$ cat src/rtl/nts_api_pkg.sv
// Shared definitions for the NTS engine register API host bridge: state encodings,
// API bus widths and pipeline latency.
package nts_api_pkg;

  localparam int unsigned NTS_API_ADDR_W           = 12;
  localparam int unsigned NTS_API_DATA_W           = 32;
  // Cycles from i_external_api_cs to o_external_api_read_data_valid.
  localparam int unsigned NTS_API_PIPELINE_LATENCY = 4;

  typedef enum logic [1:0] {
    BRIDGE_IDLE  = 2'd0,
    BRIDGE_ISSUE = 2'd1,
    BRIDGE_WAIT  = 2'd2,
    BRIDGE_RESP  = 2'd3
  } bridge_state_e;

endpackage

$ cat src/rtl/nts_api_host_bridge_timer.sv
// Watchdog counter for the host bridge: clears on request, counts while enabled and
// flags expiry when the count reaches LIMIT-1.
module nts_api_host_bridge_timer #(
  parameter logic [7:0] LIMIT = 8'd16
) (
  input  logic i_clk,
  input  logic i_areset,
  input  logic i_clear,
  input  logic i_enable,
  output logic o_expired
);

  logic [7:0] count_q, count_d;

  always_comb begin
    count_d = count_q;
    if (i_clear) begin
      count_d = 8'd0;
    end else if (i_enable) begin
      count_d = count_q + 8'd1;
    end
  end

  always_ff @(posedge i_clk or posedge i_areset) begin
    if (i_areset) begin
      count_q <= 8'd0;
    end else begin
      count_q <= count_d;
    end
  end

  assign o_expired = (count_q == (LIMIT - 8'd1));

endmodule

$ cat src/rtl/nts_api_host_bridge.sv
// Host valid/ready front end for the NTS engine register API; one transaction in flight.
// Optional watchdog abort is enabled with `define NTS_API_HOST_BRIDGE_TIMEOUT_EN.
module nts_api_host_bridge
  import nts_api_pkg::*;
#(
  parameter logic [NTS_API_ADDR_W-1:0] ADDR_LIMIT     = 12'h2FF,
  parameter logic [7:0]                TIMEOUT_CYCLES = 8'd16
) (
  input  logic                      i_clk,
  input  logic                      i_areset,
  input  logic                      i_host_req,
  input  logic                      i_host_we,
  input  logic [NTS_API_ADDR_W-1:0] i_host_address,
  input  logic [NTS_API_DATA_W-1:0] i_host_write_data,
  output logic                      o_host_ready,
  output logic                      o_host_ack,
  output logic [NTS_API_DATA_W-1:0] o_host_read_data,
  output logic                      o_host_error,
  output logic                      o_api_cs,
  output logic                      o_api_we,
  output logic [NTS_API_ADDR_W-1:0] o_api_address,
  output logic [NTS_API_DATA_W-1:0] o_api_write_data,
  input  logic                      i_api_busy,
  input  logic [NTS_API_DATA_W-1:0] i_api_read_data,
  input  logic                      i_api_read_data_valid
);

  bridge_state_e             state_q, state_d;
  logic                      cs_q, cs_d;
  logic                      we_q, we_d;
  logic [NTS_API_ADDR_W-1:0] addr_q, addr_d;
  logic [NTS_API_DATA_W-1:0] wdata_q, wdata_d;
  logic                      ack_q, ack_d;
  logic [NTS_API_DATA_W-1:0] rdata_q, rdata_d;
  logic                      err_q, err_d;
  logic                      accept;
  logic                      timeout;

  assign o_host_ready = (state_q == BRIDGE_IDLE) && !i_api_busy;
  assign accept       = i_host_req && o_host_ready;

`ifdef NTS_API_HOST_BRIDGE_TIMEOUT_EN
  logic timer_expired;

  nts_api_host_bridge_timer #(
    .LIMIT (TIMEOUT_CYCLES)
  ) u_timer (
    .i_clk     (i_clk),
    .i_areset  (i_areset),
    .i_clear   (state_q == BRIDGE_ISSUE),
    .i_enable  ((state_q == BRIDGE_WAIT) && !i_api_read_data_valid),
    .o_expired (timer_expired)
  );

  assign timeout = timer_expired;
`else
  logic unused_timeout_cycles;
  assign unused_timeout_cycles = ^TIMEOUT_CYCLES;
  assign timeout = 1'b0;
`endif

  // The response is registered on the deciding edge, so a normal completion returns
  // straight to IDLE and the ack cycle overlaps ready. Locally generated error acks
  // (range reject, timeout) spend that ack cycle in RESP.
  always_comb begin
    state_d = state_q;
    cs_d    = 1'b0;
    we_d    = we_q;
    addr_d  = addr_q;
    wdata_d = wdata_q;
    ack_d   = 1'b0;
    rdata_d = '0;
    err_d   = 1'b0;
    unique case (state_q)
      BRIDGE_IDLE: begin
        if (accept) begin
          we_d    = i_host_we;
          addr_d  = i_host_address;
          wdata_d = i_host_write_data;
          if (i_host_address > ADDR_LIMIT) begin
            state_d = BRIDGE_RESP;
            ack_d   = 1'b1;
            err_d   = 1'b1;
          end else begin
            state_d = BRIDGE_ISSUE;
            cs_d    = 1'b1;
          end
        end
      end
      BRIDGE_ISSUE: begin
        state_d = BRIDGE_WAIT;
      end
      BRIDGE_WAIT: begin
        if (i_api_read_data_valid) begin
          state_d = BRIDGE_IDLE;
          ack_d   = 1'b1;
          rdata_d = we_q ? '0 : i_api_read_data;
        end else if (timeout) begin
          state_d = BRIDGE_RESP;
          ack_d   = 1'b1;
          err_d   = 1'b1;
        end
      end
      BRIDGE_RESP: begin
        state_d = BRIDGE_IDLE;
      end
      default: begin
        state_d = BRIDGE_IDLE;
      end
    endcase
  end

  always_ff @(posedge i_clk or posedge i_areset) begin
    if (i_areset) begin
      state_q <= BRIDGE_IDLE;
      cs_q    <= 1'b0;
      we_q    <= 1'b0;
      addr_q  <= '0;
      wdata_q <= '0;
      ack_q   <= 1'b0;
      rdata_q <= '0;
      err_q   <= 1'b0;
    end else begin
      state_q <= state_d;
      cs_q    <= cs_d;
      we_q    <= we_d;
      addr_q  <= addr_d;
      wdata_q <= wdata_d;
      ack_q   <= ack_d;
      rdata_q <= rdata_d;
      err_q   <= err_d;
    end
  end

  assign o_api_cs         = cs_q;
  assign o_api_we         = we_q;
  assign o_api_address    = addr_q;
  assign o_api_write_data = wdata_q;
  assign o_host_ack       = ack_q;
  assign o_host_read_data = rdata_q;
  assign o_host_error     = err_q;

endmodule
$ cat config.mk
export PLATFORM = sky130hd
export DESIGN_NAME = nts_api_host_bridge
export DESIGN_NICKNAME = d
export VERILOG_FILES = /design/src/rtl/nts_api_pkg.sv /design/src/rtl/nts_api_host_bridge_timer.sv /design/src/rtl/nts_api_host_bridge.sv
export SDC_FILE = /design/constraint.sdc
export NUM_CORES = 1
export LEC_CHECK = 0
export ABC_AREA = 0
export CORE_ASPECT_RATIO = 0.9
export CORE_MARGIN = 3
export CORE_UTILIZATION = 35
export DETAILED_ROUTE_END_ITERATION = 10
export DONT_BUFFER_PORTS = 1
export PLACE_DENSITY = 0.57
export SYNTH_ARGS = -nofsm -noshare
export SYNTH_HDL_FRONTEND = slang
export SYNTH_SLANG_ARGS = --single-unit
$ cat constraint.sdc
create_clock -name i_clk -period 3.5 [get_ports i_clk]
set_clock_uncertainty 0.05 [all_clocks]
set_input_delay 0.7 -clock i_clk [delete_from_list [all_inputs] [get_ports i_clk]]
set_output_delay 0.7 -clock i_clk [all_outputs]
set_load 0.03 [all_outputs]
==> impl_metrics.yaml <==
outcome:
  status: "finished clean"
cells_and_area:
  utilization_pct: 40.7
  final_cells: 307
  n_antenna_cell: 0
  fill_cells: 765
  drive_gt1_share_pct: 31.3
  seq_area_um2: 2050
  layout.nets: 269
  syn_to_final_growth_pct: 10.4
  multiInputGateArea_um2: 911
global_route:
  grt_use_total_pct: 12.1
  grt_start_max_net_pins: 37
  grt_pass1_wl_mm: 9.10
  grt_pass1_vias: 1683
  antenna_found_initial: 0
  gr-total-overflow: 0
synthesis:
  yosysWarnings: 0
  yosys-top-cells-area: "dfrtp_1 (67%), mux2_4 (14%), and2_1 (6.8%)"
  syn_inst: 181
  ys.flop_type: "dfrtp_1"
  syn_avg_cell_area_um2: 16.8
  synth_edf_count: 0
  ys_seq_area_share_pct: 67.4
  synth_most_common_cell: "dfrtp_1"
  yosys.area.top_type: "dfrtp_1"
  synth_top_area_share_pct: 67.4
  synth_nets: 263
  syn_area_um2: 3050
  synth.distinct_cells: 22
  synthArstFlopShare_pct: 100
  synthTopCellsByCount: "dfrtp_1 (82), and2_1 (33), mux2_4 (28)"
  ys_seq_elements: 82
timing:
  period_share_pct: 65.6
  rsz0062_at_grt: "no"
  finalHoldViolCount: 0
  fmax_mhz: 436
  finalSetupViolCount: 0
  max_slew_margin_pct: 24.6
  period_needed_ps: 2300
  worst_slack_ps: 1200
  slew_violations: 0
  tightestPinTransition_ps: 1130
  setup_tns_ps: 0
floorplanning:
  initial_core_util_pct: 36.9
  io_pins: 163
  core_area_um2: 8260
  die_y_um: 94.5
  fp.dieW_um: 104
  fp-row-count: 31
  die_area_um2: 9860
routing:
  postRouteAntennaNets: 0
  drt_iter0_drc: 46
  via_count: 1433
  via_per_inst: 4.67
  wl_per_cell_um: 18.5
  routed_wl_mm: 5.68
  first_pass_iters: 4
  drc: 0
power_and_ir_drop:
  p_per_area_nw_per_um2: 849
  leakagePower_nw: 1.57
  ir_worst_vdd_mv: 0.270
setup_path:
  slowest_stage: "nor3_1"
  worstSetupEndpointType: "output port"
  critPathMaxFanout: 6
  critPathLaunchType: "flip-flop"
  required_ps: 2750
  crit_buf_inv: 0
  path_cells: "nor3_1"
  cp_slowest_stage_delay_ps: 750
  cp.arrival_ps: 1550
  r2r_slack_ps: 1400
  crit_type: "flip-flop to output port"
  worst_path_dominant_cell_family: "simple AND/OR/NAND/NOR gates"
clocking:
  htreeDepth: 3
  clkLatencyLatePin_ps: 330
  cts_setup_buffers: 0
  cts_buffer_depth: 2
  cts.root.buffer_cell: "clkbuf_8"
  cts_tree: "yes"
  clock-sinks: 82
  ctsHoldBuffers: 0
  cts_buffers: 9
  clk_pin_slew_ps: 90
  cts_resized: 0
placed_design:
  dp_slack_ps: 1190
  portBuffers: 0
  placed_cells: 291
  gp_congestion: 0.699
hold_path:
  min_path_type: "input port to asynchronous set/reset pin"
flow_run:
  drv_cap: 0
==> kinds of logic after synthesis <==
| group | after synthesis | synth area share, % |
|---|---|---|
| AO/OA/AOI/OAI | 3 | 0.699 |
| buffers and inverters | 10 | 3.20 |
| flip-flops | 82 | 67.4 |
| multiplexers | 45 | 20.1 |
| AND/OR/NAND/NOR | 41 | 8.63 |
==> cell usage in the layout (no fill, tap or decap) <==
cell type / n
nor4bb_4: 1
mux2_4: 28
nor3_1: 1
a211oi_1: 1
nand2b_1: 1
nand2_1: 1
and2_1: 33
clkinvlp_4: 1
or3b_2: 2
dfrtp_1: 82
o22ai_1: 1
clkbuf_1: 1
buf_4: 3
inv_6: 1
clkbuf_8: 9
or4b_1: 1
nor2_1: 1
clkinv_4: 2
mux2_2: 9
bufinv_16: 2
mux2_1: 8
o211ai_1: 1
clkinv_2: 2
==> worst paths after layout <==
kind / start / end / cells past startpoint
min in group i_clk: i_api_read_data[1] / o_host_read_data[1] / 1
worst min-delay path: i_areset / o_host_read_data[2] / 1
max in group asynchronous: i_areset / o_api_write_data[27] / 2
worst max-delay path: state_q[0] / o_host_ready / 1
worst max register to register: state_q[0] / o_api_write_data[4] / 4
worst min register to register: state_q[0] / o_host_ack / 1
==> power breakdown <==
| part | internal [mW] | total, mW | switching, mW |
|---|---|---|---|
| Sequential | 1.16 | 1.76 | 0.604 |
| Clock | 0.405 | 0.741 | 0.336 |
| Combinational | 0.234 | 0.348 | 0.114 |
==> sequential cells by signal, summed over array words and instances, names as in the netlist <==
| register | cells |
|---|---|
| o_api_write_data | 32 |
| o_host_read_data | 32 |
| state_q | 2 |
| o_api_cs | 1 |
| o_host_error | 1 |
| o_api_we | 1 |
| o_host_ack | 1 |
| o_api_address | 12 |
==> metrics by stage <==
| step | instance area [µm²] | hold WS [ps] | power [mW] |
|---|---|---|---|
| final | 3360 | 213 | 2.85 |
| after global routing | 3360 | 221 | 3.01 |
| after CTS | 3360 | 208 | 2.90 |
| after floorplan | 3050 | 467 | 2.05 |
| after global placement | 3140 | 568 | 2.13 |
| after detailed placement | 3140 | 579 | 2.14 |
==> layout make-up <==
class                           instances  area share (%)
Multi-Input combinational cell         89            27.1
Timing Repair Buffer                    3           0.670
Clock buffer                           10            3.80
Clock inverter                          6            2.68
Tap cell                              115            4.28
Sequential cell                        82            61.1
Inverter                                2           0.410
==> metal layers <==
metal / part of all wire (%) / global-route usage [%] / vias to the layer above
met3: 18 / 9.77 / 9
met5: 0 / 0 / -
met4: 1.7 / 5.32 / 0
li1: - / - / 612
met1: 35 / 13.1 / 696
met2: 45 / 17.5 / 116
Note: power is estimated with default switching activity, not from simulation.
